===== config.mk =====
export PLATFORM = sky130hd
export DESIGN_NAME = latch_sampler
export DESIGN_NICKNAME = d
export VERILOG_FILES = /design/src/rtl/latch_sampler.sv
export SDC_FILE = /design/constraint.sdc
export NUM_CORES = 1
export LEC_CHECK = 0
export ABC_AREA = 1
export CAP_MARGIN = 20
export CORE_ASPECT_RATIO = 1.5
export CORE_MARGIN = 4
export CORE_UTILIZATION = 53
export DETAILED_ROUTE_END_ITERATION = 12
export HOLD_SLACK_MARGIN = 0.1
export MAX_ROUTING_LAYER = met4
export PLACE_DENSITY = 0.83
export SLEW_MARGIN = 15
export SYNTH_ARGS = -nofsm -noshare
export SYNTH_HDL_FRONTEND = slang
export SYNTH_SLANG_ARGS = --single-unit

===== constraint.sdc =====
create_clock -name clk -period 2.49 [get_ports clk]
set_input_delay 0.3735 -clock clk [delete_from_list [all_inputs] [get_ports clk]]
set_output_delay 0.3735 -clock clk [all_outputs]
set_load 0.02 [all_outputs]

===== src/rtl/latch_sampler.sv =====
// Captures the value held by a level-enabled latch each time its enable closes,
// queues it in a small FIFO and hands it downstream over valid/ready.
module latch_sampler #(
    parameter int WIDTH = 8,
    parameter int DEPTH = 2,
    parameter int CNT_W = 8
) (
    input  logic                       clk,
    input  logic                       rst,
    input  logic                       en,
    input  logic [WIDTH-1:0]           d,
    output logic                       out_valid,
    input  logic                       out_ready,
    output logic [WIDTH-1:0]           out_data,
    output logic [$clog2(DEPTH):0]     level,
    output logic                       overrun,
    output logic [CNT_W-1:0]           overrun_cnt,
    input  logic                       ovr_clr
);

    localparam int PTR_W = $clog2(DEPTH);
    localparam int LVL_W = PTR_W + 1;
    localparam logic [LVL_W-1:0] FULL_LVL = LVL_W'(DEPTH);

    logic                   en_q;
    logic [WIDTH-1:0]       mem [DEPTH];
    logic [PTR_W-1:0]       rd_ptr;
    logic [PTR_W-1:0]       wr_ptr;
    logic                   cap;
    logic                   pop;
    logic                   push;
    logic                   drop;
    logic                   full;

    // Handshake: a word transfers on any cycle where out_valid and out_ready
    // are both high; while out_valid is high and out_ready low, out_valid and
    // out_data hold. out_ready has no effect while the FIFO is empty.
    assign full      = (level == FULL_LVL);
    assign cap       = en_q & ~en;
    assign out_valid = (level != '0);
    assign out_data  = mem[rd_ptr];
    assign pop       = out_valid & out_ready;
    assign push      = cap & (~full | pop);
    assign drop      = cap & full & ~pop;

    always_ff @(posedge clk) begin
        if (!rst) begin
            en_q   <= 1'b0;
            rd_ptr <= '0;
            wr_ptr <= '0;
            level  <= '0;
            for (int i = 0; i < DEPTH; i++) begin
                mem[i] <= '0;
            end
        end else begin
            en_q <= en;
            if (push) begin
                mem[wr_ptr] <= d;
                wr_ptr      <= wr_ptr + PTR_W'(1);
            end
            if (pop) begin
                rd_ptr <= rd_ptr + PTR_W'(1);
            end
            if (push && !pop) begin
                level <= level + LVL_W'(1);
            end else if (pop && !push) begin
                level <= level - LVL_W'(1);
            end
        end
    end

    // A drop coinciding with a clear restarts the count at one.
    always_ff @(posedge clk) begin
        if (!rst) begin
            overrun     <= 1'b0;
            overrun_cnt <= '0;
        end else if (ovr_clr) begin
            overrun     <= drop;
            overrun_cnt <= drop ? CNT_W'(1) : '0;
        end else if (drop) begin
            overrun <= 1'b1;
            if (!(&overrun_cnt)) begin
                overrun_cnt <= overrun_cnt + CNT_W'(1);
            end
        end
    end

endmodule


# After elaboration in Yosys (flattened, before gate mapping)
# Memory sizes are Yosys's and may differ from the RTL's. A register that Yosys moved wholly into a read port is not among the register bits.
# Index checks and enable logic that the tools add are counted.
[totals]
in_bits = 13
output_inout_bits = 20
ram_bits = 16
wordCells = 50
reg_bits = 14
memories = 1
[mem_list]
columns = ["name", "depth", "word_bits", "rd", "rd_ports_with_merged_regs", "write_ports", "line", "source"]
rows = [
  ["mem", 2, 8, 1, 1, 2, "26", "logic [WIDTH-1:0] mem [DEPTH];"],
]
[classes]
addsub = 5
eq_ne = 2
n_mux = 17
bitwise_logic = 9
reduce_logical = 10
[op_table]
columns = ["cell", "n"]
rows = [
  ["two-way mux 8 bit", 4],
  ["two-way mux 1 bit", 11],
  ["adder 8 x 1 -> 8 bit (second input constant)", 1],
  ["AND reduction 8 bit", 1],
  ["OR reduction 8 bit", 1],
  ["nonzero test 2 bit", 3],
  ["AND 1 bit", 5],
  ["two-way mux 2 bit", 2],
  ["inverter 1 bit", 3],
  ["adder 1 bit (second input constant)", 2],
  ["adder 2 x 1 -> 2 bit (second input constant)", 1],
  ["equality test 2 bit (second input constant)", 1],
  ["logical AND 1 bit", 2],
  ["zero test 1 bit", 2],
  ["inequality test 2 bit (second input constant)", 1],
  ["AND reduction 2 bit", 1],
  ["subtractor 2 x 1 -> 2 bit (second input constant)", 1],
  ["OR 1 bit", 1],
]

# Logic depth before layout (Yosys ltp)
# Gate-level depths: netlist of run 1.
[logic_depth]
depth_word = 9
mapped_depth = 10
depth_no_buf = 10

# Worst setup path after synthesis of run 1
# OpenSTA, ideal clock, no wires.
[synth_timing]
path_kind = "reg2reg"
startpoint = "register level[0]"
endpoint = "register level[1]"
required_time_ns = 2.377
arrival_ns = 1.560
n_path_buf = 0
setup_ns = 0.113
synth_period_minus_slack_ns = 1.673
slack_ns = 0.817
stages_incl_launch_ff = 9
cell_sequence = "dfxtp_1 inv_1 nand2_1 nand2_1 ha_1 a21oi_1 o21ai_0 nor2_1 nor2_1"
[synth_via]
elab_chain_cells = 7
word_cells_on_any_way = 15
classes_between = "add/sub: 2; eq/ne: 1; mux: 2; bitwise: 4; reduce/logical: 6"
[synth_lines]
columns = ["item", "line", "source"]
rows = [
  ["from (decl)", "15", "output logic [$clog2(DEPTH):0] level,"],
  ["from (signal assigned)", "65", "level <= level + LVL_W'(1);"],
  ["from (signal assigned)", "67", "level <= level - LVL_W'(1);"],
  ["nonzero test 2 bit (*)", "40", "assign out_valid = (level != '0);"],
  ["named net out_valid", "12", "output logic out_valid,"],
  ["AND 1 bit (*)", "42", "assign pop = out_valid & out_ready;"],
  ["OR 1 bit", "43", "assign push = cap & (~full | pop);"],
  ["AND 1 bit", "43", ""],
  ["zero test 1 bit", "66", "end else if (pop && !push) begin"],
  ["logical AND 1 bit", "66", ""],
  ["nonzero test 2 bit (no line)", "--", ""],
]
# The timed path passes the listed nets; every way through them passes the cells marked *. The select of a mux whose other input is x is not followed.
# A chain may end at the register's enable or synchronous reset.

==> report_table.html, run 1 <==
<table>
<tr><th>Metric</th><th>Value</th></tr>
<tr><th colspan="2">Outcome</th></tr>
<tr><td>Run status</td><td>finished, final reports clean</td></tr>
<tr><th colspan="2">Clock network</th></tr>
<tr><td>Maximum clock path buffer count</td><td>2</td></tr>
<tr><td>Clock buffer count from CTS</td><td>5</td></tr>
<tr><td>Register clock-pin slew on the reported worst setup and hold paths</td><td>60 ps</td></tr>
<tr><td>Resize count post-CTS</td><td>0</td></tr>
<tr><td>Cts-stage hold buffer count</td><td>0</td></tr>
<tr><td>Sink Count</td><td>31</td></tr>
<tr><td>Clock network latency to the later pin of the worst-skew pair</td><td>280 ps</td></tr>
<tr><td>Htree depth</td><td>2</td></tr>
<tr><td>CTS tree</td><td>done</td></tr>
<tr><td>Clock root cell</td><td>sky130_fd_sc_hd__clkbuf_8</td></tr>
<tr><td>Post-CTS setup repair buffer count</td><td>0</td></tr>
<tr><th colspan="2">Worst setup path</th></tr>
<tr><td>CP Capture Type</td><td>output port</td></tr>
<tr><td>Worst setup path end</td><td>out_data[0]</td></tr>
<tr><td>Startpoint type of the worst setup path</td><td>register</td></tr>
<tr><td>End of the worst register-to-register path</td><td>level[1]</td></tr>
<tr><td>Maximum fanout encountered on the critical timing path</td><td>8</td></tr>
<tr><td>Reg2Reg Launch Point</td><td>level[0]</td></tr>
<tr><td>WP data required</td><td>2120 ps</td></tr>
<tr><td>Setup CP Type</td><td>register to output port</td></tr>
<tr><td>Number of cells on the worst reg-to-reg path</td><td>10</td></tr>
<tr><td>WP data arrival</td><td>1740 ps</td></tr>
<tr><td>R2R Setup Slk</td><td>890 ps</td></tr>
<tr><th colspan="2">Placement</th></tr>
<tr><td>HPWL reported at the end of detailed placement</td><td>2530 um</td></tr>
<tr><td>RD Place Congestion</td><td>0.976</td></tr>
<tr><td>Port Buf Inserts</td><td>32</td></tr>
<tr><td>Instance count after placement with tap cells included</td><td>241</td></tr>
<tr><th colspan="2">Cells and area</th></tr>
<tr><td># fillers</td><td>220</td></tr>
<tr><td>Final cell utilization of the core</td><td>0.736</td></tr>
<tr><td>Proportion of layout cells with a drive suffix above 1</td><td>0.146</td></tr>
<tr><td>Most used cells in the layout excluding fill and tap cells</td><td>sky130_fd_sc_hd__nor2_1, sky130_fd_sc_hd__clkdlybuf4s50_1, sky130_fd_sc_hd__nand2_1, sky130_fd_sc_hd__inv_1, sky130_fd_sc_hd__edfxtp_1</td></tr>
<tr><td>Post-route non-filler standard cell count</td><td>249</td></tr>
<tr><td>Antenna cell count</td><td>0</td></tr>
<tr><td>Most frequent standard cell in the layout excluding fill and tap cells</td><td>sky130_fd_sc_hd__nor2_1</td></tr>
<tr><td>Area overhead of the layout relative to synthesis</td><td>31.0%</td></tr>
<tr><td>Multi-input gate area</td><td>622 sq um</td></tr>
<tr><td>Sequential standard cell area</td><td>781 sq um</td></tr>
<tr><td>Nets</td><td>226</td></tr>
<tr><th colspan="2">Global route</th></tr>
<tr><td>Maximum number of pins on one net before global-route repair</td><td>11</td></tr>
<tr><td>Met3 usage in global routing</td><td>0.0527</td></tr>
<tr><td>Wire length of the first global-routing pass</td><td>5630 um</td></tr>
<tr><td>Combined global-route utilization of all metal layers</td><td>0.208</td></tr>
<tr><td>Via count of the first global-routing pass</td><td>1342</td></tr>
<tr><td>Initial antenna violation count</td><td>0</td></tr>
<tr><td>Overflow left after global routing</td><td>0</td></tr>
<tr><td>Met1 global-route usage</td><td>0.198</td></tr>
<tr><td>Met2 GRT Util</td><td>0.380</td></tr>
<tr><td>Grt peak-use layer</td><td>met2</td></tr>
<tr><th colspan="2">Routing</th></tr>
<tr><td>Remaining routing DRC violations</td><td>0</td></tr>
<tr><td>Detail-routed via count per cell</td><td>5.12</td></tr>
<tr><td>Vias post-DR</td><td>1276</td></tr>
<tr><td>Wire length reported by the detailed router</td><td>3300 um</td></tr>
<tr><td>Post-DRT Antenna Nets</td><td>0</td></tr>
<tr><td>DRT iter0 DRCs</td><td>43</td></tr>
<tr><td>Average detailed-routed wire length per instance</td><td>13.3 um</td></tr>
<tr><td>First-pass iteration count of the detailed router</td><td>4</td></tr>
<tr><th colspan="2">Power and ir drop</th></tr>
<tr><td>Fraction of power consumed by sequential logic</td><td>0.418</td></tr>
<tr><td>Clk pwr share</td><td>0.343</td></tr>
<tr><td>Net load switching power</td><td>0.404 mW</td></tr>
<tr><td>Worst supply voltage drop on vdd</td><td>0.597 mV</td></tr>
<tr><td>Combinational cell fraction of total power</td><td>0.240</td></tr>
<tr><td>Power Density</td><td>741 mW/mm^2</td></tr>
<tr><td>Switching portion of total power</td><td>0.274</td></tr>
<tr><td>Design internal power</td><td>1.07 mW</td></tr>
<tr><td>Leakage Power</td><td>0.833 nW</td></tr>
<tr><th colspan="2">Yosys</th></tr>
<tr><td>Sequential share of the synthesized area</td><td>0.514</td></tr>
<tr><td>Cell Area, Synth</td><td>0.00152 sq mm</td></tr>
<tr><td>Cells taking the most area after synthesis</td><td>sky130_fd_sc_hd__edfxtp_1, sky130_fd_sc_hd__dfxtp_1, sky130_fd_sc_hd__nor2_1, sky130_fd_sc_hd__nand2_1, sky130_fd_sc_hd__inv_1</td></tr>
<tr><td>Number of flip-flops and latches in the synthesized netlist</td><td>31</td></tr>
<tr><td>Number of standard cells after synthesis</td><td>174</td></tr>
<tr><td>Top cell type's share of synthesized area</td><td>0.316</td></tr>
<tr><td>Library cell with the largest summed area after synthesis</td><td>sky130_fd_sc_hd__edfxtp_1</td></tr>
<tr><td>Synthesized net count</td><td>189</td></tr>
<tr><td>Syn. warnings</td><td>0</td></tr>
<tr><td>Average instance area after synthesis</td><td>8.74 sq um</td></tr>
<tr><td>Distinct cell type count after synthesis</td><td>23</td></tr>
<tr><th colspan="2">Die</th></tr>
<tr><td>Initial Util</td><td>0.562</td></tr>
<tr><td>Placement Rows</td><td>23</td></tr>
<tr><td>Die Area</td><td>0.00381 sq mm</td></tr>
<tr><td>Core box area</td><td>0.00271 sq mm</td></tr>
<tr><td>Ports</td><td>33</td></tr>
<tr><td>Overall die height</td><td>73.6 um</td></tr>
<tr><td>Die width</td><td>51.7 um</td></tr>
<tr><th colspan="2">STA</th></tr>
<tr><td>Unrepaired setup endpoints after global routing</td><td>false</td></tr>
<tr><td>Layout Skew</td><td>7.53 ps</td></tr>
<tr><td>Tightest slew margin relative to the limit</td><td>0.744</td></tr>
<tr><td>Final count of pins violating max slew</td><td>0</td></tr>
<tr><td>Final number of setup-violating endpoints</td><td>0</td></tr>
<tr><td>Transition time of the tightest slew-check pin</td><td>382 ps</td></tr>
<tr><td>Highest achievable clock rate</td><td>473 MHz</td></tr>
<tr><td>Hold violation total from the final report</td><td>0</td></tr>
<tr><td>Setup_tns</td><td>0 ps</td></tr>
<tr><td>Period utilisation layout</td><td>0.848</td></tr>
<tr><td>Final critical-path required period</td><td>2110 ps</td></tr>
<tr><th colspan="2">Job</th></tr>
<tr><td>Count of max-cap constraint violations</td><td>0</td></tr>
<tr><th colspan="2">Hold path</th></tr>
<tr><td>Kind of path behind the tightest hold check</td><td>register to register</td></tr>
</table>
-- cell usage after synthesis --
| cell type | number |
|---|---|
| sky130_fd_sc_hd__nand3_2 | 1 |
| sky130_fd_sc_hd__mux2_2 | 8 |
| sky130_fd_sc_hd__o21ai_0 | 3 |
| sky130_fd_sc_hd__a21oi_2 | 2 |
| sky130_fd_sc_hd__nor2_4 | 1 |
| sky130_fd_sc_hd__nor2_2 | 2 |
| sky130_fd_sc_hd__nand3_4 | 1 |
| sky130_fd_sc_hd__xor2_1 | 2 |
| sky130_fd_sc_hd__nand2_4 | 1 |
| sky130_fd_sc_hd__inv_1 | 26 |
| sky130_fd_sc_hd__nor2_8 | 1 |
| sky130_fd_sc_hd__a21oi_1 | 6 |
| sky130_fd_sc_hd__nand2_1 | 29 |
| sky130_fd_sc_hd__ha_1 | 2 |
| sky130_fd_sc_hd__buf_4 | 1 |
| sky130_fd_sc_hd__inv_2 | 2 |
| sky130_fd_sc_hd__dfxtp_1 | 15 |
| sky130_fd_sc_hd__edfxtp_1 | 16 |
| sky130_fd_sc_hd__nand3_1 | 15 |
| sky130_fd_sc_hd__nand2_2 | 4 |
| sky130_fd_sc_hd__nor2_1 | 34 |
| sky130_fd_sc_hd__nand3b_1 | 1 |
| sky130_fd_sc_hd__buf_2 | 1 |
-- power by group through the flow --
stage	Combinational (mW)	Sequential, mW	Clock, mW
floorplan	0.209	0.625	0
global placement	0.347	0.625	0
detailed placement	0.355	0.628	0
CTS	0.358	0.617	0.510
global route	0.385	0.623	0.531
finish	0.354	0.616	0.505
-- flip-flops by register name, summed over array words and instances (netlist names), named ones only --
name,count
wr_ptr,1
overrun_cnt,8
mem,16
level,2
rd_ptr,1
en_q,1
overrun,1
-- routing by layer --
layer / wire length, um / up-vias
li1: - / 629
met1: 1300 / 592
met2: 1800 / 49
met3: 139 / 6
met4: 62 / 0
met5: 0 / -
-- worst max-delay path, cell delays in order, from the launching register on --
cell and delay (ps):
sky130_fd_sc_hd__dfxtp_1 530, sky130_fd_sc_hd__mux2_2 390, sky130_fd_sc_hd__clkdlybuf4s50_1 540
-- layout make-up --
type                            count  area share
Sequential cell                    31       0.392
Inverter                           28      0.0528
Clock buffer                        6      0.0415
Timing Repair Buffer               32       0.161
Multi-Input combinational cell    113       0.312
Clock inverter                      2      0.0176
Tap cell                           37      0.0232
-- how the worst min path moves through the flow --
stage | end | slack, ps | cells after the start | startpoint
2_1_floorplan | en_q | 470 | 2 | en
3_3_place_gp | overrun | 460 | 2 | overrun
3_5_place_dp | overrun | 460 | 2 | overrun
4_1_cts | overrun | 480 | 2 | overrun
5_1_grt | overrun_cnt[4] | 510 | 2 | overrun_cnt[4]
6_report | overrun | 470 | 2 | overrun
-- cell families (layout without fill, tap and decap cells) --
family	Yosys count	in the layout	synth area share
AND/OR/NAND/NOR	90	90	0.281
flip-flops	31	31	0.514
buffers and inverters	30	68	0.0774
AO/OA/AOI/OAI	11	11	0.0412
multiplexers	8	8	0.0593
adder cells (fa/ha/maj)	2	2	0.0165
XOR/XNOR	2	2	0.0115
-- through the flow --
step           setup WS (ps)  hold WS, ps  power [mW]  cell area [sq um]
2_1_floorplan            817          467       0.834               1520
5_1_grt                  306          512        1.54               1990
3_3_place_gp             538          459       0.972               1870
6_report                 378          471        1.48               1990
3_5_place_dp             458          461       0.983               1870
4_1_cts                  345          476        1.49               1990
Note: power is estimated with default switching activity, not from simulation.
==> inputs of run 2 (changes only) <==
--- a/config.mk
+++ b/config.mk
@@ -9,11 +9,11 @@
 export CAP_MARGIN = 20
 export CORE_ASPECT_RATIO = 1.5
 export CORE_MARGIN = 4
-export CORE_UTILIZATION = 53
+export CORE_UTILIZATION = 50
 export DETAILED_ROUTE_END_ITERATION = 12
 export HOLD_SLACK_MARGIN = 0.1
 export MAX_ROUTING_LAYER = met4
-export PLACE_DENSITY = 0.83
+export PLACE_DENSITY = 0.79
 export SLEW_MARGIN = 15
 export SYNTH_ARGS = -nofsm -noshare
 export SYNTH_HDL_FRONTEND = slang
==> constraint.sdc (replaced) <==
create_clock -name clk -period 2 [get_ports clk]
set_input_delay 0.3 -clock clk [delete_from_list [all_inputs] [get_ports clk]]
set_output_delay 0.3 -clock clk [all_outputs]
set_load 0.02 [all_outputs]
==> run 2 against run 1 <==
Compared with the run above:
- critical path depth stayed put
- routed wire length rose by 1.5%
- die area is 5.2% higher
- combinational power up 27%
- clock skew about the same
- cell count rose by 1.6%
- first-iteration DRC count fell by 33%
- sequential share of layout area is 0.11 points lower
- critical endpoint is now out_data[2]
- global-route usage down 1.9 points
- flip-flop and latch count is the same
- sequential power grew 25%
==> report_table.html, run 2 (synthesized netlist as in run 1, its figures left out) <==
<table>
<tr><th>Metric</th><th>Value</th></tr>
<tr><th colspan="2">Cells and area</th></tr>
<tr><td># fillers</td><td>261</td></tr>
<tr><td>Multi-input gate area</td><td>622 sq um</td></tr>
<tr><td>Sequential standard cell area</td><td>782 sq um</td></tr>
<tr><td>Area overhead of the layout relative to synthesis</td><td>31.6%</td></tr>
<tr><td>Max reg flops</td><td>16</td></tr>
<tr><td>Proportion of layout cells with a drive suffix above 1</td><td>0.154</td></tr>
<tr><td>Nets</td><td>228</td></tr>
<tr><td>Antenna cell count</td><td>0</td></tr>
<tr><td>Register with the highest flop count</td><td>mem</td></tr>
<tr><td>Registers with the most flip-flops</td><td>mem x16, overrun_cnt x8, level x2</td></tr>
<tr><td>Most used cells in the layout excluding fill and tap cells</td><td>sky130_fd_sc_hd__nor2_1, sky130_fd_sc_hd__clkdlybuf4s50_1, sky130_fd_sc_hd__nand2_1, sky130_fd_sc_hd__inv_1, sky130_fd_sc_hd__edfxtp_1</td></tr>
<tr><td>Post-route non-filler standard cell count</td><td>253</td></tr>
<tr><td>Most frequent standard cell in the layout excluding fill and tap cells</td><td>sky130_fd_sc_hd__nor2_1</td></tr>
<tr><th colspan="2">Placement</th></tr>
<tr><td>Port Buf Inserts</td><td>32</td></tr>
<tr><td>Setup WS pre-CTS</td><td>9.95 ps</td></tr>
<tr><td>Instance count after placement with tap cells included</td><td>245</td></tr>
<tr><td>RD Place Congestion</td><td>0.879</td></tr>
<tr><td>HPWL reported at the end of detailed placement</td><td>2620 um</td></tr>
<tr><th colspan="2">Worst setup path</th></tr>
<tr><td>Worst setup path end</td><td>out_data[2]</td></tr>
<tr><td>Number of cells on the worst reg-to-reg path</td><td>10</td></tr>
<tr><td>CP Capture Type</td><td>output port</td></tr>
<tr><td>Maximum fanout encountered on the critical timing path</td><td>8</td></tr>
<tr><td>Setup CP Type</td><td>register to output port</td></tr>
<tr><td>R2R Setup Slk</td><td>360 ps</td></tr>
<tr><td>WP data arrival</td><td>1620 ps</td></tr>
<tr><td>WP data required</td><td>1700 ps</td></tr>
<tr><td>Reg2Reg Launch Point</td><td>level[0]</td></tr>
<tr><td>End of the worst register-to-register path</td><td>level[1]</td></tr>
<tr><td>Startpoint type of the worst setup path</td><td>register</td></tr>
<tr><th colspan="2">Job</th></tr>
<tr><td>Count of max-cap constraint violations</td><td>0</td></tr>
<tr><th colspan="2">Clock network</th></tr>
<tr><td>Htree depth</td><td>2</td></tr>
<tr><td>Maximum clock path buffer count</td><td>2</td></tr>
<tr><td>CTS tree</td><td>done</td></tr>
<tr><td>Post-CTS setup repair buffer count</td><td>0</td></tr>
<tr><td>Clock buffer count from CTS</td><td>5</td></tr>
<tr><td>Clock root cell</td><td>sky130_fd_sc_hd__clkbuf_8</td></tr>
<tr><td>Register clock-pin slew on the reported worst setup and hold paths</td><td>70 ps</td></tr>
<tr><td>Sink Count</td><td>31</td></tr>
<tr><td>Clock network latency to the later pin of the worst-skew pair</td><td>280 ps</td></tr>
<tr><th colspan="2">Die</th></tr>
<tr><td>Overall die height</td><td>75.5 um</td></tr>
<tr><td>Initial Util</td><td>0.522</td></tr>
<tr><td>Die width</td><td>53.0 um</td></tr>
<tr><td>Ports</td><td>33</td></tr>
<tr><td>Die Area</td><td>0.00400 sq mm</td></tr>
<tr><td>Core box area</td><td>0.00291 sq mm</td></tr>
<tr><td>Placement Rows</td><td>24</td></tr>
<tr><th colspan="2">STA</th></tr>
<tr><td>Unrepaired setup endpoints after global routing</td><td>false</td></tr>
<tr><td>Transition time of the tightest slew-check pin</td><td>408 ps</td></tr>
<tr><td>Final number of setup-violating endpoints</td><td>0</td></tr>
<tr><td>Final WS setup</td><td>82.5 ps</td></tr>
<tr><td>Setup_tns</td><td>0 ps</td></tr>
<tr><td>Layout Skew</td><td>7.52 ps</td></tr>
<tr><td>Tightest slew margin relative to the limit</td><td>0.727</td></tr>
<tr><td>Highest achievable clock rate</td><td>522 MHz</td></tr>
<tr><td>Final critical-path required period</td><td>1920 ps</td></tr>
<tr><td>Period utilisation layout</td><td>0.959</td></tr>
<tr><td>Hold slack final</td><td>488 ps</td></tr>
<tr><td>Hold violation total from the final report</td><td>0</td></tr>
<tr><td>Final count of pins violating max slew</td><td>0</td></tr>
<tr><th colspan="2">Global route</th></tr>
<tr><td>Maximum number of pins on one net before global-route repair</td><td>11</td></tr>
<tr><td>Wire length of the first global-routing pass</td><td>5290 um</td></tr>
<tr><td>Combined global-route utilization of all metal layers</td><td>0.189</td></tr>
<tr><td>Initial antenna violation count</td><td>0</td></tr>
<tr><td>Via count of the first global-routing pass</td><td>1254</td></tr>
<tr><td>Overflow left after global routing</td><td>0</td></tr>
<tr><th colspan="2">Routing</th></tr>
<tr><td>Post-DRT Antenna Nets</td><td>0</td></tr>
<tr><td>First-pass iteration count of the detailed router</td><td>4</td></tr>
<tr><td>Remaining routing DRC violations</td><td>0</td></tr>
<tr><td>Average detailed-routed wire length per instance</td><td>13.2 um</td></tr>
<tr><td>Vias post-DR</td><td>1257</td></tr>
<tr><td>Detail-routed via count per cell</td><td>4.97</td></tr>
<tr><td>DRT iter0 DRCs</td><td>29</td></tr>
<tr><td>Wire length reported by the detailed router</td><td>3350 um</td></tr>
<tr><th colspan="2">Power and ir drop</th></tr>
<tr><td>Power Density</td><td>902 mW/mm^2</td></tr>
<tr><td>Leakage Power</td><td>0.836 nW</td></tr>
<tr><td>Worst supply voltage drop on vdd</td><td>0.700 mV</td></tr>
<tr><th colspan="2">Outcome</th></tr>
<tr><td>Run status</td><td>finished, final reports clean</td></tr>
<tr><th colspan="2">Hold path</th></tr>
<tr><td>Kind of path behind the tightest hold check</td><td>register to register</td></tr>
</table>
run 2: changes by cell type in the layout (fill, tap and decap cells not counted), sizes merged:
cell	before	now
buf	0	2
clkinv	1	2
clkbuf	6	5
run 2: timing repair:
item | CTS | global route
hold buffers | 0 | 0
endpoints found under the setup margin | 8 | 0
gates resized for setup | 1 | 0
run 2: worst min path at each step:
stage                           endpoint  depth (start not counted)            from  slack, ps
after floorplan                     en_q                          2              en        390
final                     overrun_cnt[6]                          2  overrun_cnt[6]        490
after CTS                 overrun_cnt[6]                          2  overrun_cnt[6]        490
after global routing      overrun_cnt[2]                          2  overrun_cnt[2]        520
after global placement           overrun                          2         overrun        460
after detailed placement  overrun_cnt[4]                          2  overrun_cnt[4]        480
run 2: critical path, stage by stage (launching register included):
cell and delay [ps]:
sky130_fd_sc_hd__dfxtp_2 440, sky130_fd_sc_hd__mux2_2 370, sky130_fd_sc_hd__clkdlybuf4s50_1 540
run 2: power breakdown:
| part | switching, mW | internal (mW) |
|---|---|---|
| clock network | 0.223 | 0.364 |
| registers | 0.0496 | 0.720 |
| logic | 0.235 | 0.214 |
run 2: area by class of cell:
type,instances,share of cell area
Multi-Input combinational cell,113,0.311
Sequential cell,31,0.391
Clock buffer,5,0.0344
Inverter,28,0.0525
Tap cell,39,0.0244
Clock inverter,3,0.0194
Timing Repair Buffer,34,0.168
run 2: per-stage QoR:
| stage | power (mW) | util | area, sq um |
|---|---|---|---|
| 3_3_place_gp | 1.21 | 0.649 | 1890 |
| 5_1_grt | 1.87 | 0.687 | 2000 |
| 2_1_floorplan | 1.04 | - | 1520 |
| 3_5_place_dp | 1.23 | 0.649 | 1890 |
| 6_report | 1.81 | 0.687 | 2000 |
| 4_1_cts | 1.82 | 0.687 | 2000 |
run 2: per-layer routing:
| layer | routed length, um | GRT usage |
|---|---|---|
| met1 | 1230 | 0.164 |
| met2 | 1870 | 0.365 |
| met3 | 147 | 0.0411 |
| met4 | 101 | 0.0994 |
| met5 | 0 | - |
